## src/rtl/pacman_pkg.sv

```systemverilog
// Shared maze/ghost types: headings, reverse helper, fallback priority and the
// direction-selector FSM states. An exit-mask bit index equals the dir_t code.
package pacman_pkg;

   typedef enum logic [1:0] {
      DIR_UP    = 2'd0,
      DIR_RIGHT = 2'd1,
      DIR_DOWN  = 2'd2,
      DIR_LEFT  = 2'd3
   } dir_t;

   // Deterministic pick order when random draws keep missing, highest first.
   localparam dir_t FB_PRI [4] = '{DIR_UP, DIR_LEFT, DIR_DOWN, DIR_RIGHT};

   typedef enum logic [1:0] {
      GDS_IDLE,
      GDS_DRAW,
      GDS_RESP
   } gds_state_t;

   function automatic dir_t dir_reverse(input dir_t d);
      return dir_t'(d ^ 2'b10);
   endfunction

endpackage

```

## src/rtl/dir_fallback_pri.sv

```systemverilog
// Priority pick of one open direction from a 4-bit exit mask (UP, LEFT, DOWN,
// RIGHT); none flags an empty mask.
module dir_fallback_pri
   import pacman_pkg::*;
(
   input  logic [3:0] allowed,
   output dir_t       dir,
   output logic       none
);

   // Walk lowest priority first so the highest-priority hit is written last.
   always_comb begin
      dir  = DIR_UP;
      none = 1'b1;
      for (int i = 3; i >= 0; i--) begin
         if (allowed[FB_PRI[i]]) begin
            dir  = FB_PRI[i];
            none = 1'b0;
         end
      end
   end

endmodule

```

## src/rtl/ghost_dir_sel.sv

```systemverilog
// Ghost heading picker: rejection-samples the LFSR stream against the junction
// exit mask, falling back to a fixed priority. GHOST_DIR_SEL_STATS_EN adds fallback_cnt.
module ghost_dir_sel
   import pacman_pkg::*;
#(
   parameter int MAX_TRIES = 8,
   parameter int CNT_W     = 4
) (
   input  logic       clk,
   input  logic       reset_n,
   input  logic [2:0] rand_in,
   input  logic       req_valid,
   output logic       req_ready,
   input  logic [3:0] open_mask,
   input  logic [1:0] cur_dir,
   output logic       rsp_valid,
   input  logic       rsp_ready,
   output logic [1:0] rsp_dir,
   output logic       rsp_fallback
`ifdef GHOST_DIR_SEL_STATS_EN
   ,
   output logic [7:0] fallback_cnt
`endif
);

   gds_state_t       state;
   logic [3:0]       mask_q;
   dir_t             dir_q;
   logic [CNT_W-1:0] try_cnt;
   logic [CNT_W-1:0] try_nxt;
   logic [3:0]       allowed;
   dir_t             cand;
   dir_t             fb_dir;
   logic             fb_none;
   logic             unused_rand;

   assign cand        = dir_t'(rand_in[1:0]);
   assign unused_rand = rand_in[2];
   assign try_nxt     = try_cnt + CNT_W'(1);

   // Never turn back unless the junction is a dead end.
   always_comb begin
      allowed                     = mask_q;
      allowed[dir_reverse(dir_q)] = 1'b0;
      if (allowed == 4'b0000)
         allowed = mask_q;
   end

   // fb_none is only possible when mask_q is empty (boxed in).
   dir_fallback_pri u_fb_pri (
      .allowed (allowed),
      .dir     (fb_dir),
      .none    (fb_none)
   );

   always_ff @(posedge clk or negedge reset_n) begin
      if (!reset_n) begin
         state        <= GDS_IDLE;
         try_cnt      <= '0;
         req_ready    <= 1'b1;
         rsp_valid    <= 1'b0;
         rsp_dir      <= 2'd0;
         rsp_fallback <= 1'b0;
         mask_q       <= 4'b0000;
         dir_q        <= DIR_UP;
      end else begin
         case (state)
            GDS_IDLE: begin
               if (req_valid && req_ready) begin
                  mask_q    <= open_mask;
                  dir_q     <= dir_t'(cur_dir);
                  try_cnt   <= '0;
                  req_ready <= 1'b0;
                  state     <= GDS_DRAW;
               end
            end
            GDS_DRAW: begin
               if (fb_none) begin
                  rsp_dir      <= dir_q;
                  rsp_fallback <= 1'b1;
                  rsp_valid    <= 1'b1;
                  state        <= GDS_RESP;
               end else if (allowed[cand]) begin
                  rsp_dir      <= cand;
                  rsp_fallback <= 1'b0;
                  rsp_valid    <= 1'b1;
                  state        <= GDS_RESP;
               end else begin
                  try_cnt <= try_nxt;
                  if (try_nxt == CNT_W'(MAX_TRIES)) begin
                     rsp_dir      <= fb_dir;
                     rsp_fallback <= 1'b1;
                     rsp_valid    <= 1'b1;
                     state        <= GDS_RESP;
                  end
               end
            end
            GDS_RESP: begin
               if (rsp_ready) begin
                  rsp_valid <= 1'b0;
                  req_ready <= 1'b1;
                  state     <= GDS_IDLE;
               end
            end
            default: begin
               state     <= GDS_IDLE;
               rsp_valid <= 1'b0;
               req_ready <= 1'b1;
            end
         endcase
      end
   end

`ifdef GHOST_DIR_SEL_STATS_EN
   always_ff @(posedge clk or negedge reset_n) begin
      if (!reset_n)
         fallback_cnt <= 8'd0;
      else if (rsp_valid && rsp_ready && rsp_fallback && fallback_cnt != 8'hFF)
         fallback_cnt <= fallback_cnt + 8'd1;
   end
`endif

endmodule

```

## config.mk

```make
export PLATFORM = sky130hd
export DESIGN_NAME = ghost_dir_sel
export DESIGN_NICKNAME = d
export VERILOG_FILES = /design/src/rtl/pacman_pkg.sv /design/src/rtl/dir_fallback_pri.sv /design/src/rtl/ghost_dir_sel.sv
export SDC_FILE = /design/constraint.sdc
export NUM_CORES = 1
export LEC_CHECK = 0
export BUFFER_PORTS_ARGS = -buffer_cell sky130_fd_sc_hd__buf_2
export CAP_MARGIN = 15
export CORE_MARGIN = 5
export CORE_UTILIZATION = 35
export DETAILED_ROUTE_END_ITERATION = 16
export GPL_ROUTABILITY_DRIVEN = 0
export GPL_TIMING_DRIVEN = 0
export SYNTH_ARGS = -nofsm -noshare
export SYNTH_HDL_FRONTEND = slang
export SYNTH_SLANG_ARGS = --single-unit
export TNS_END_PERCENT = 100
```

## constraint.sdc

```tcl
create_clock -name clk -period 3.77 [get_ports clk]
set_clock_uncertainty 0.15 [all_clocks]
set_input_delay 0.377 -clock clk [delete_from_list [all_inputs] [get_ports clk]]
set_output_delay 0.377 -clock clk [all_outputs]
set_load 0.05 [all_outputs]
```

# [After elaboration in Yosys (flattened, before gate mapping)]
# Index checks and enable logic that the tools add are counted.
[totals] reg_bits=17 in_bits=13 out_inout_bits=5 elab_cells=73
[classes] add_sub_neg=1 magnitude_cmp=3 eq_ne=8 n_mux=36 bitwise_logic=5 reduce_logical=12
[ops] op="2-bit 2-to-1 mux" count=11
[ops] op="4-bit 2-to-1 mux" count=4
[ops] op="1-bit 2-to-1 mux" count=15
[ops] op="3-bit AND reduction" count=3
[ops] op="2-bit != test (second input constant)" count=4
[ops] op="4-bit case mux with 2 select lines" count=1
[ops] op="2-bit by 3-bit < comparator with 1-bit output (second input constant)" count=2
[ops] op="1-bit case mux with 3 select lines" count=2
[ops] op="2-bit case mux with 3 select lines" count=1
[ops] op="4-bit by 1-bit adder with 4-bit output (second input constant)" count=1
[ops] op="4-bit AND" count=1
[ops] op="4-bit == test (second input constant)" count=1
[ops] op="4-bit logical NOT" count=1
[ops] op="4-bit != test (second input constant)" count=1
[ops] op="4-bit inverter" count=1
[ops] op="2-bit AND reduction" count=2
[ops] op="4-bit AND reduction" count=1
[ops] op="1-bit inverter" count=3
[ops] op="3-bit nonzero test" count=1
[ops] op="1-bit binary-select mux with 2-bit select" count=1
[ops] op="1-bit demux with 2-bit select" count=1
[ops] op="2-bit by 1-bit == test with 1-bit output (second input constant)" count=1
[ops] op="2-bit == test (second input constant)" count=1
[ops] op="2-bit by 1-bit >= comparator with 1-bit output (second input constant)" count=1
[ops] op="3 further kinds" count=4

# [Longest topological paths before layout]
# Gate-level depths: netlist of the first run.
[logic_depth] ltp_word=16 mapped_depth=6 depth_no_buf=6

# [Cells and area by module]
# A second synthesis of the first run with hierarchy kept.
[hier_totals] cells_unflattened=101 hier_area_um2=1014.7
[modules_own_cells] mod="ghost_dir_sel" n_inst=1 cells_per_inst=95 area_each_um2=979.7 seq_area_each_um2=426.7
[modules_own_cells] mod="dir_fallback_pri" n_inst=1 cells_per_inst=6 area_each_um2=35.0 seq_area_each_um2=0.0

# [Worst setup path after synthesis of the first run]
# OpenSTA, ideal clock, no wires.
[synth_timing] path_kind="register to register" start="register req_ready" end="register try_cnt[0]" setup_ns=0.128 arrival_ns=1.727 required_ns=3.492 path_slack_ns=1.766 path_stages_with_launch=6 path_buffers=1 synth_period_minus_slack_ns=2.004 cell_sequence="dfstp_2 and3_1 clkbuf_1 nor2_1 a21oi_2 mux2_1"
[synth_via] elab_chain_cells=3
[synth_rtl] element="start, declared" line="ghost_dir_sel.sv:13" text="output logic req_ready,"
[synth_rtl] element="start signal, assigned" line="ghost_dir_sel.sv:60" text="req_ready <= 1'b1;"
[synth_rtl] element="start signal, assigned" line="ghost_dir_sel.sv:73" text="req_ready <= 1'b0;"
[synth_rtl] element="start signal, assigned" line="ghost_dir_sel.sv:101" text="req_ready <= 1'b1;"
[synth_rtl] element="1-bit logical AND" line="ghost_dir_sel.sv:69" text="if (req_valid && req_ready) begin"
[synth_rtl] element="2-bit != test (no source line)"
[synth_rtl] element="4-bit AND reduction (no source line)"
[synth_rtl] element="end signal, assigned" line="ghost_dir_sel.sv:89" text="try_cnt <= try_nxt;"
[synth_rtl] element="end, declared" line="ghost_dir_sel.sv:29" text="logic [CNT_W-1:0] try_cnt;"
# No other way between the ends.
# A chain may end at the register's enable or synchronous reset.

# [Final worst setup path of the first run]
[layout_timing] start="register mask_q[1]" end="register rsp_dir[1]"
[layout_via] elab_chain_cells=9 elab_cells_between_ends=17 cone_classes="mux: 13; bitwise: 1; reduce/logical: 3"
[layout_rtl] element="start, declared" line="ghost_dir_sel.sv:27" text="logic [3:0] mask_q;"
[layout_rtl] element="start signal, assigned" line="ghost_dir_sel.sv:70" text="mask_q <= open_mask;"
[layout_rtl] element="4-bit AND (no source line)"
[layout_rtl] element="4-bit logical NOT" line="ghost_dir_sel.sv:45" text="if (allowed == 4'b0000)"
[layout_rtl] element="4-bit 2-to-1 mux (*)" line="ghost_dir_sel.sv:45"
[layout_rtl] element="1-bit 2-to-1 mux / 2-bit 2-to-1 mux (equally long branches) (3 in a row)" line="dir_fallback_pri.sv:16" text="if (allowed[FB_PRI[i]]) begin"
[layout_rtl] element="1-bit 2-to-1 mux / 2-bit 2-to-1 mux (equally long branches)" line="dir_fallback_pri.sv:16, ghost_dir_sel.sv:90"
[layout_rtl] element="3-bit nonzero test (no source line) / 2-bit 2-to-1 mux (equally long branches)"
[layout_rtl] element="2-bit AND reduction (no source line) / 2-bit 2-to-1 mux (equally long branches)"
[layout_rtl] element="end signal, assigned" line="ghost_dir_sel.sv:79" text="rsp_dir <= dir_q;"
[layout_rtl] element="end signal, assigned" line="ghost_dir_sel.sv:84" text="rsp_dir <= cand;"
[layout_rtl] element="end signal, assigned" line="ghost_dir_sel.sv:91" text="rsp_dir <= fb_dir;"
[layout_rtl] element="end, declared" line="ghost_dir_sel.sv:18" text="output logic [1:0] rsp_dir,"
# Mark *: on every way between the ends. The rest lies on a longest branch, timed or not. The select of a mux whose other input is x is not followed.

==> run_results.csv, run 1 <==
group,metric,value,unit
run_status,status,"complete, no violations",
global_routing,grt_usage,11.36,%
pwr,pwr-share-comb,49.1,%
finish,layout.nets,134,
clocking,cts_resized,0,
floorplanning,die_height,63.45,um
clocking,cts_sinks,17,
setup_path,max_stage_delay,0.45,ns
setup_path,worst_path_max_delay_cell,"dfrtp_1",
clocking,clk_latency,0.28,ns
setup_path,worstPathArrival,2.30,ns
detailed_routing,drtIter0Drc,57,
floorplanning,fp.dieW,63.45,um
sta,setup_tns,0,ns
synth,yosysUniqueCellTypes,40,
detailed_routing,vias_per_cell,5.553,
sta,drv_slew,0,
clocking,clockBufferDepth,2,
floorplanning,ios,18,
detailed_routing,wl_per_cell,13.98,um
floorplanning,dieArea,4025,um2
sta,slew_headroom,66.16,%
pwr,p_sw_share,45.51,%
setup_path,crit_top_cell,"o21ai_1",
global_routing,grt_pass1_vias,876,
setup_path,worstPathRequired,3.79,ns
clocking,cts_setup_buffers,0,
synth,ys.flop_type,"dfrtp_1",
setup_path,end_kind,"register",
pwr,pwr-share-clk,11.2,%
clocking,cts_buffers,3,
clocking,cts.clk_slew.worst_paths,0.10,ns
synth,postSynthNetCount,112,
clocking,clock-root-buffer,"clkbuf_4",
clocking,cts_tree,"yes",
synth,synth_seq_cells,17,
detailed_routing,m1WireLength,1067,um
global_routing,antenna_found_initial,0,
placed_design,dpl_cell_area,1119,um2
synth,ys_seq_area_share,42.68,%
floorplanning,rows,19,
synth,async_flop_share,100.0,%
setup_path,crit_chain,"nor3_1, o21ai_1, o21ai_1, and2b_4, a31oi_4, mux2_4",
synth,yosys_warnings,0,
sta,fmax,438.9,MHz
pwr,p_leak,0.0005085,uW
setup_path,path_delay_family,"compound AO/OA/AOI/OAI gates",
placed_design,hpwlAfterDp,1620,um
synth,synth_edf_count,0,
setup_path,critical_path_class,"reg2reg",
sta,setup_viol,0,
pwr,p_int,449.6,uW
pwr,ir_drop,0.4326,mV
sta,tightest_slew,0.5030,ns
synth,synthCells,98,
finish,drive_above_1_share,28.57,%
detailed_routing,route.vias.total,833,
pwr,power_density,713.7,nW/um2
detailed_routing,wl_met3,74,um
sta,period_needed,2.278,ns
setup_path,worst-path-buf-inv,0,
setup_path,cp_max_fo,7,
setup_path,start_kind,"register",
floorplanning,start_util,36.25,%
detailed_routing,wl_met2,938,um
floorplanning,core,2758,um2
detailed_routing,top_layer,"met4",
sta,finalHoldViolations,0,
detailed_routing,drtAntennaViolNets,0,
placed_design,portBuffers,16,
synth,syn-cell-area,999.7,um2
global_routing,overflow,0,
detailed_routing,totalWireLength,2097,um
min_path,worstHoldPathType,"in2reg",
global_routing,grt_max_degree,18,
finish,stdcell_area,1156,um2
finish,synthToLayoutAreaGrowth,15.64,%
detailed_routing,first_pass_iters,4,
pwr,total_power,825.2,uW
synth,post_synth.cell_area_avg,10.20,um2
clocking,htree_levels,1,
sta,rsz0062_at_grt,"false",
pwr,p_sw,375.5,uW
sta,fin_crit_sh,60.44,%
finish,diodes,0,
global_routing,grt_first_pass_wirelength,3719,um
detailed_routing,drc_errors,0,
run,drv_cap,0,
pwr,seq_power_share,39.7,%
power groups by stage:
stage / Sequential, uW / Clock [uW] / Combinational (uW)
2_1_floorplan: 390 / 0 / 249
6_report: 327 / 92.7 / 405
4_1_cts: 326 / 99.4 / 409
3_5_place_dp: 330 / 0 / 407
3_3_place_gp: 328 / 0 / 397
5_1_grt: 342 / 109 / 441
layout make-up:
cell class / instances / area, um2
Timing Repair Buffer: 17 / 90.09
Buffer: 1 / 3.754
Clock buffer: 3 / 22.52
Multi-Input combinational cell: 77 / 558.0
Clock inverter: 1 / 5.005
Sequential cell: 17 / 426.7
Tap cell: 31 / 38.79
Fill cell: 301 / 1602
Inverter: 3 / 11.26
logic make-up (layout without fill, tap and decap cells):
kind of cell / count (synthesis) / after routing / synth area share (%)
adder cells (fa/ha/maj): 1 / 1 / 1.251
AO/OA/AOI/OAI: 28 / 28 / 21.78
XOR/XNOR: 1 / 1 / 0.8763
buffers and inverters: 4 / 25 / 1.501
flip-flops: 17 / 17 / 42.68
AND/OR/NAND/NOR: 37 / 37 / 20.53
multiplexers: 10 / 10 / 11.39
worst paths after layout:
check	cells after the start	start	to	slack (ns)
setup / recovery	6	mask_q[1]	rsp_dir[1]	1.49
hold / removal	2	req_valid	req_ready	0.10
setup reg to reg	6	mask_q[1]	rsp_dir[1]	1.49
hold reg to reg	2	req_ready	req_ready	0.34
max in group asynchronous	2	reset_n	req_ready	2.79
min in group asynchronous	2	reset_n	dir_q[0]	0.38
cells in the mapped netlist (all sizes together), types with 2 or more instances:
library cell	n	share of area (%)
nand2b	6	3.8
nand4	3	1.9
nand3	5	2.5
mux2i	2	2.0
nor2	7	2.6
a21o	3	2.3
a2bb2oi	3	2.6
a21oi	2	1.4
dfrtp	16	40
inv	3	1.1
nor2b	3	1.9
mux2	8	9.4
nor3	3	1.5
o21ai	6	3.4
nand2	4	1.5
and3	2	1.3
o22ai	3	1.9
a31oi	3	3.4
through the flow:
step | utilization, % | hold slack [ns] | instances | worst slack [ns]
after floorplan | - | -0.06859 | 98 | 1.766
after global placement | 40.56 | 0.1638 | 145 | 1.557
after detailed placement | 40.56 | 0.1697 | 145 | 1.499
after CTS | 41.92 | 0.08918 | 150 | 1.476
after global routing | 41.92 | 0.07215 | 150 | 1.276
final | 41.92 | 0.1030 | 150 | 1.492
state kept, by name (all words and copies together) (netlist names):
signal,count
state,2
dir_q,2
try_cnt,4
rsp_valid,1
mask_q,4
req_ready,1
rsp_dir,2
rsp_fallback,1
routing by layer:
metal	track usage, %	up-vias
li1	-	415
met1	15.28	406
met2	16.62	10
met3	2.664	2
met4	6.234	0
met5	0	-
what timing repair did:
action | 4_1_cts | 5_1_grt
hold buffers | 1 | 0
hold endpoints to repair | 16 | 0
setup endpoints to repair | 0 | 0
placed cells by master (no fill, tap or decap), types with 4 or more instances in the layout:
| cell type | netlist | layout |
|---|---|---|
| buf_2 | 0 | 16 |
| dfrtp_1 | 16 | 16 |
| mux2_2 | 6 | 6 |
| nand2_1 | 4 | 4 |
| nand2b_1 | 6 | 6 |
| nand3_1 | 5 | 5 |
| nor2_1 | 7 | 7 |
Note: power is estimated with default switching activity, not from simulation.
==> inputs of run 2 (changes only) <==
==> constraint.sdc (replaced) <==
create_clock -name clk -period 2 [get_ports clk]
set_clock_uncertainty 0.15 [all_clocks]
set_input_delay 0.2 -clock clk [delete_from_list [all_inputs] [get_ports clk]]
set_output_delay 0.2 -clock clk [all_outputs]
set_load 0.05 [all_outputs]
==> run 2 against run 1 <==
Against the previous run: final area up 26%; die area is the same; worst setup slack lost 1.5 ns; global-route usage is 1.1 points higher; highest routed layer unchanged; largest power group unchanged; largest cell class unchanged; clock power is 92% higher; count of clock-buffer cells in the layout up 1; core utilization is 11 points higher; combinational power grew to 2.8 times the previous value; worst hold slack worse by 0.028 ns; critical path depth unchanged; first-iteration DRC count fell by 12%; the run now ends with setup timing left; maximum frequency increased by 13%.
==> run_results.csv, run 2 (same netlist as run 1, synthesis figures left out) <==
group,metric,value,unit
run_status,status,"finished with violations",
run_status,failed_checks,"setup timing",
sta,finalHoldViolations,0,
finish,stdcell_area,1451,um2
sta,setup_viol,2,
floorplanning,ios,18,
finish,biggestRegsByFlops,"mask_q (4), try_cnt (4)",
sta,setup_ws,-0.02331,ns
min_path,worstHoldPathType,"in2reg",
setup_path,end_kind,"register",
sta,fin_crit_sh,101.2,%
clocking,cts_sinks,17,
global_routing,grt_max_degree,18,
min_path,hold_path_depth,3,
pwr,pwr-share-clk,9.0,%
run,drv_cap,0,
pwr,ir_drop,0.9671,mV
setup_path,reg2reg_setup_slack,-0.02,ns
detailed_routing,wl_per_cell,13.80,um
pwr,power_density,1362,nW/um2
pwr,p_sw,868.3,uW
sta,slew_headroom,64.67,%
sta,fmax,494.2,MHz
setup_path,cp_max_fo,8,
setup_path,r2r_end,"rsp_dir[1]",
global_routing,grt_first_pass_wirelength,4084,um
detailed_routing,first_pass_iters,4,
setup_path,critical_path_class,"reg2reg",
setup_path,start_kind,"register",
finish,layout.nets,157,
sta,tightest_slew,0.5251,ns
global_routing,grt_usage,12.49,%
min_path,hp-start,"rsp_ready",
floorplanning,rows,19,
pwr,p_leak,0.0006361,uW
placed_design,hpwlAfterDp,1594,um
setup_path,worstPathRequired,2.03,ns
floorplanning,core,2758,um2
setup_path,worstReg2RegStart,"mask_q[3]",
detailed_routing,drtIter0Drc,50,
finish,layout_common_cells,"16 x buf_2, 16 x buf_4, 10 x dfrtp_1",
pwr,p_sw_share,43.91,%
detailed_routing,drtAntennaViolNets,0,
clocking,cts_tree,"yes",
clocking,cts.clk_slew.worst_paths,0.09,ns
detailed_routing,drc_errors,0,
global_routing,overflow,0,
finish,synthToLayoutAreaGrowth,45.18,%
sta,period_needed,2.023,ns
global_routing,grt_pass1_vias,926,
global_routing,antenna_found_initial,0,
floorplanning,fp.dieW,63.45,um
setup_path,worstPathArrival,2.05,ns
clocking,htree_levels,1,
clocking,clk_latency,0.28,ns
floorplanning,dieArea,4025,um2
finish,diodes,0,
sta,whs,0.07508,ns
floorplanning,die_height,63.45,um
pwr,pwr-share-comb,57.1,%
clocking,clock-root-buffer,"clkbuf_4",
clocking,cts_buffers,3,
setup_path,worstRegToRegCells,6,
detailed_routing,totalWireLength,2388,um
finish,drive_above_1_share,47.89,%
min_path,min_to,"state[1]",
detailed_routing,route.vias.total,913,
finish,post-route-util,52.63,%
finish,fill_cells,246,
detailed_routing,vias_per_cell,5.277,
pwr,seq_power_share,33.9,%
sta,rsz0062_at_grt,"true",
placed_design,dpl_cell_area,1125,um2
floorplanning,start_util,36.25,%
pwr,p_int,1109,uW
placed_design,portBuffers,16,
clocking,clockBufferDepth,2,
sta,drv_slew,0,
==> run 2: area by class of cell <==
class / count / area, um2 / share of cell area (%)
plain buffers: 1 / 5.005 / 0.3448
clock buffers: 4 / 26.28 / 1.810
inverters: 3 / 11.26 / 0.7759
multi-input cells: 77 / 655.6 / 45.17
flip-flops and latches: 17 / 434.2 / 29.91
well taps: 31 / 38.79 / 2.672
repair buffers: 40 / 280.3 / 19.31
==> run 2: what timing repair did <==
action / 4_1_cts / 5_1_grt
setup endpoints to repair: 8 / 7
cloned: 0 / 0
gates resized for setup: 17 / 4
endpoints found under the hold margin: 24 / 0
pin swaps: 4 / 9
buffers inserted: 9 / 7
hold buffers: 8 / 0
==> run 2: metrics by stage <==
stage,std cells,total power (uW),setup TNS (ns),worst slack (ns)
global route,173,2105,-0.5918,-0.1143
detailed placement,145,1394,-0.5838,-0.2398
floorplan,98,1212,0,0.02267
CTS,166,1831,0,0.008271
global placement,145,1375,-0.3701,-0.1951
finish,173,1977,-0.03109,-0.02331
==> run 2: worst max-delay path by stage <==
stage | start | endpoint
final | mask_q[3] | rsp_dir[1]
after global routing | mask_q[0] | rsp_dir[1]
after CTS | mask_q[1] | rsp_dir[1]
after detailed placement | dir_q[0] | try_cnt[0]
after global placement | dir_q[0] | try_cnt[0]
after floorplan | mask_q[3] | rsp_dir[1]
==> run 2: power by group through the flow <==
stage,Combinational [uW],Clock [uW],Sequential (uW)
after detailed placement,765,0,629
final,1130,178,670
after CTS,975,188,668
after global placement,751,0,624
after global routing,1200,207,695
after floorplan,472,0,740
==> run 2: routing by layer <==
| metal | GRT usage (%) | up-vias | wire length [um] | share of wire, % |
|---|---|---|---|---|
| met4 | 5.455 | 0 | 23 | 0.96 |
| met5 | 0 | - | 0 | 0 |
| met2 | 19.42 | 18 | 1104 | 46 |
| met3 | 2.664 | 4 | 81 | 3.4 |
| met1 | 16.56 | 432 | 1179 | 49 |
| li1 | - | 459 | - | - |
==> run 2: worst max-delay path, cell delays in order, from the launching register on <==
cell and delay (ns):
dfrtp_2 0.47, nor3_2 0.26, o21ai_4 0.13, a2bb2oi_2 0.19
and2b_4 0.19, a31oi_4 0.20, mux2_4 0.31
==> inputs of run 3 (changes only) <==
--- a/config.mk
+++ b/config.mk
@@ -8,10 +8,13 @@
 export BUFFER_PORTS_ARGS = -buffer_cell sky130_fd_sc_hd__buf_2
 export CAP_MARGIN = 15
 export CORE_MARGIN = 5
-export CORE_UTILIZATION = 35
+export CORE_UTILIZATION = 48
 export DETAILED_ROUTE_END_ITERATION = 16
 export GPL_ROUTABILITY_DRIVEN = 0
 export GPL_TIMING_DRIVEN = 0
+export MAX_ROUTING_LAYER = met4
+export PLACE_DENSITY = 0.73
+export SKIP_CTS_REPAIR_TIMING = 1
 export SYNTH_ARGS = -nofsm -noshare
 export SYNTH_HDL_FRONTEND = slang
 export SYNTH_SLANG_ARGS = --single-unit
==> run 3 against run 2 <==
Against the previous run: the run ends with hold timing, setup timing left; count of clock-buffer cells in the layout unchanged; sequential share of layout area rose by 0.77 points; clock power about the same; via count rose by 6.6%; register-to-register slack got worse by 0.09 ns; global-route usage is 2.2 points higher; flip-flop and latch count did not move; combinational power grew 4%; non-clock buffer count fell by 4; wire length rose by 11%; maximum frequency down 4.2%; final area is 2.5% lower; critical endpoint unchanged; largest power group unchanged; highest routed layer unchanged.
==> run_results.csv, run 3 (same netlist as run 1, synthesis figures left out) <==
group,metric,value,unit
clocking,cts_sinks,17,
pwr,power_density,1454,nW/um2
pwr,ir_drop,1.135,mV
setup_path,critical_path_class,"reg2reg",
clocking,cts.clk_slew.worst_paths,0.09,ns
global_routing,antenna_found_initial,0,
finish,synthToLayoutAreaGrowth,41.55,%
pwr,pwr-share-clk,8.6,%
floorplanning,ios,18,
sta,fin_crit_sh,105.6,%
placed_design,portBuffers,16,
detailed_routing,vias_per_cell,5.897,
finish,drive_above_1_share,48.55,%
pwr,pwr-share-comb,56.7,%
setup_path,worstReg2RegStart,"mask_q[0]",
sta,rsz0062_at_grt,"true",
clocking,cts_tree,"yes",
sta,tightest_slew,0.4982,ns
clocking,htree_levels,1,
floorplanning,dieArea,3095,um2
run_status,failed_checks,"hold timing, setup timing",
global_routing,grt_usage,14.70,%
finish,seqCellArea,434.2,um2
sta,finalHoldViolations,3,
pwr,p_sw_share,45.46,%
placed_design,hpwlAfterDp,1583,um
finish,biggestRegsByFlops,"mask_q (4), try_cnt (4)",
floorplanning,start_util,50.44,%
finish,diodes,0,
finish,layout.nets,153,
global_routing,overflow,0,
pwr,p_sw,935.5,uW
sta,drv_slew,0,
finish,multi_input_area,664.4,um2
clocking,clk_latency,0.28,ns
sta,setup_tns,-0.2964,ns
sta,fmax,473.5,MHz
floorplanning,rows,16,
floorplanning,fp.dieW,55.64,um
run_status,status,"finished with violations",
pwr,p_leak,0.0006192,uW
setup_path,end_kind,"register",
setup_path,start_kind,"register",
global_routing,grt_pass1_vias,844,
sta,period_needed,2.112,ns
pwr,total_power,2058,uW
clocking,cts_buffers,3,
setup_path,cp_max_fo,6,
sta,slew_headroom,66.48,%
detailed_routing,route.vias.total,973,
detailed_routing,drtIter0Drc,17,
sta,whs,-0.004567,ns
setup_path,worstPathRequired,2.03,ns
placed_design,dpl_cell_area,1120,um2
detailed_routing,drc_errors,0,
sta,setup_ws,-0.1118,ns
detailed_routing,first_pass_iters,4,
finish,layout_common_cells,"16 x buf_2, 16 x buf_4, 10 x dfrtp_1",
finish,fill_cells,144,
pwr,seq_power_share,34.7,%
placed_design,pre_cts_ws,-0.2238,ns
clocking,clockBufferDepth,2,
min_path,worstHoldPathType,"in2reg",
clocking,clock-root-buffer,"clkbuf_4",
pwr,p_int,1122,uW
floorplanning,core,1982,um2
min_path,hp-start,"cur_dir[0]",
detailed_routing,totalWireLength,2646,um
sta,setup_viol,5,
detailed_routing,drtAntennaViolNets,0,
detailed_routing,wl_per_cell,16.04,um
setup_path,startpoint,"mask_q[0]",
global_routing,grt_first_pass_wirelength,3643,um
run,drv_cap,0,
finish,stdcell_area,1415,um2
setup_path,worstPathArrival,2.14,ns
global_routing,grt_max_degree,18,
floorplanning,die_height,55.64,um
## run 3: changes by cell type in the layout (fill, tap and decap cells not counted), sizes merged
cell and change:
dlygate4sd3 -4
## run 3: through the flow
step	instances	hold slack, ns	util [%]
finish	165	-0.004567	71.40
global route	165	-0.003500	71.40
CTS	145	-0.3237	57.83
detailed placement	141	-0.01061	56.50
global placement	141	-0.01709	56.50
floorplan	98	-0.2456	-
## run 3: area by class of cell
cell class,instances,area share [%]
buffer,1,0.3537
timing repair buffer,36,16.98
clock buffer,4,1.857
tap,27,2.387
multi-input combinational,77,46.95
sequential,17,30.68
inverter,3,0.7958
## run 3: worst paths after layout
check / end / slack (ns) / depth (start not counted)
max: rsp_dir[1] / -0.11 / 6
min: dir_q[0] / -0.005 / 2
max reg2reg: rsp_dir[1] / -0.11 / 6
min reg2reg: req_ready / 0.33 / 2
max in group asynchronous: req_ready / 1.19 / 2
min in group asynchronous: mask_q[2] / 0.21 / 2
## run 3: layer usage
metal	vias up	wire length (um)	GRT usage [%]
met4	0	85	7.292
met2	41	1288	23.48
li1	454	-	-
met5	-	0	-
met3	10	129	1.856
met1	468	1142	18.29
## run 3: power groups by stage
stage	Sequential (uW)	Clock (uW)	Combinational, uW
3_5_place_dp	630	0	767
5_1_grt	738	202	1250
3_3_place_gp	620	0	746
6_report	713	178	1170
4_1_cts	624	182	771
2_1_floorplan	740	0	472
## run 3: worst max-delay path, stage by stage (launching register included)
cell and delay [ns]:
dfrtp_2 0.51, o311ai_4 0.33, nand3_1 0.14, o21ai_2 0.10, and2b_4 0.24, a31oi_4 0.22, mux2_4 0.32
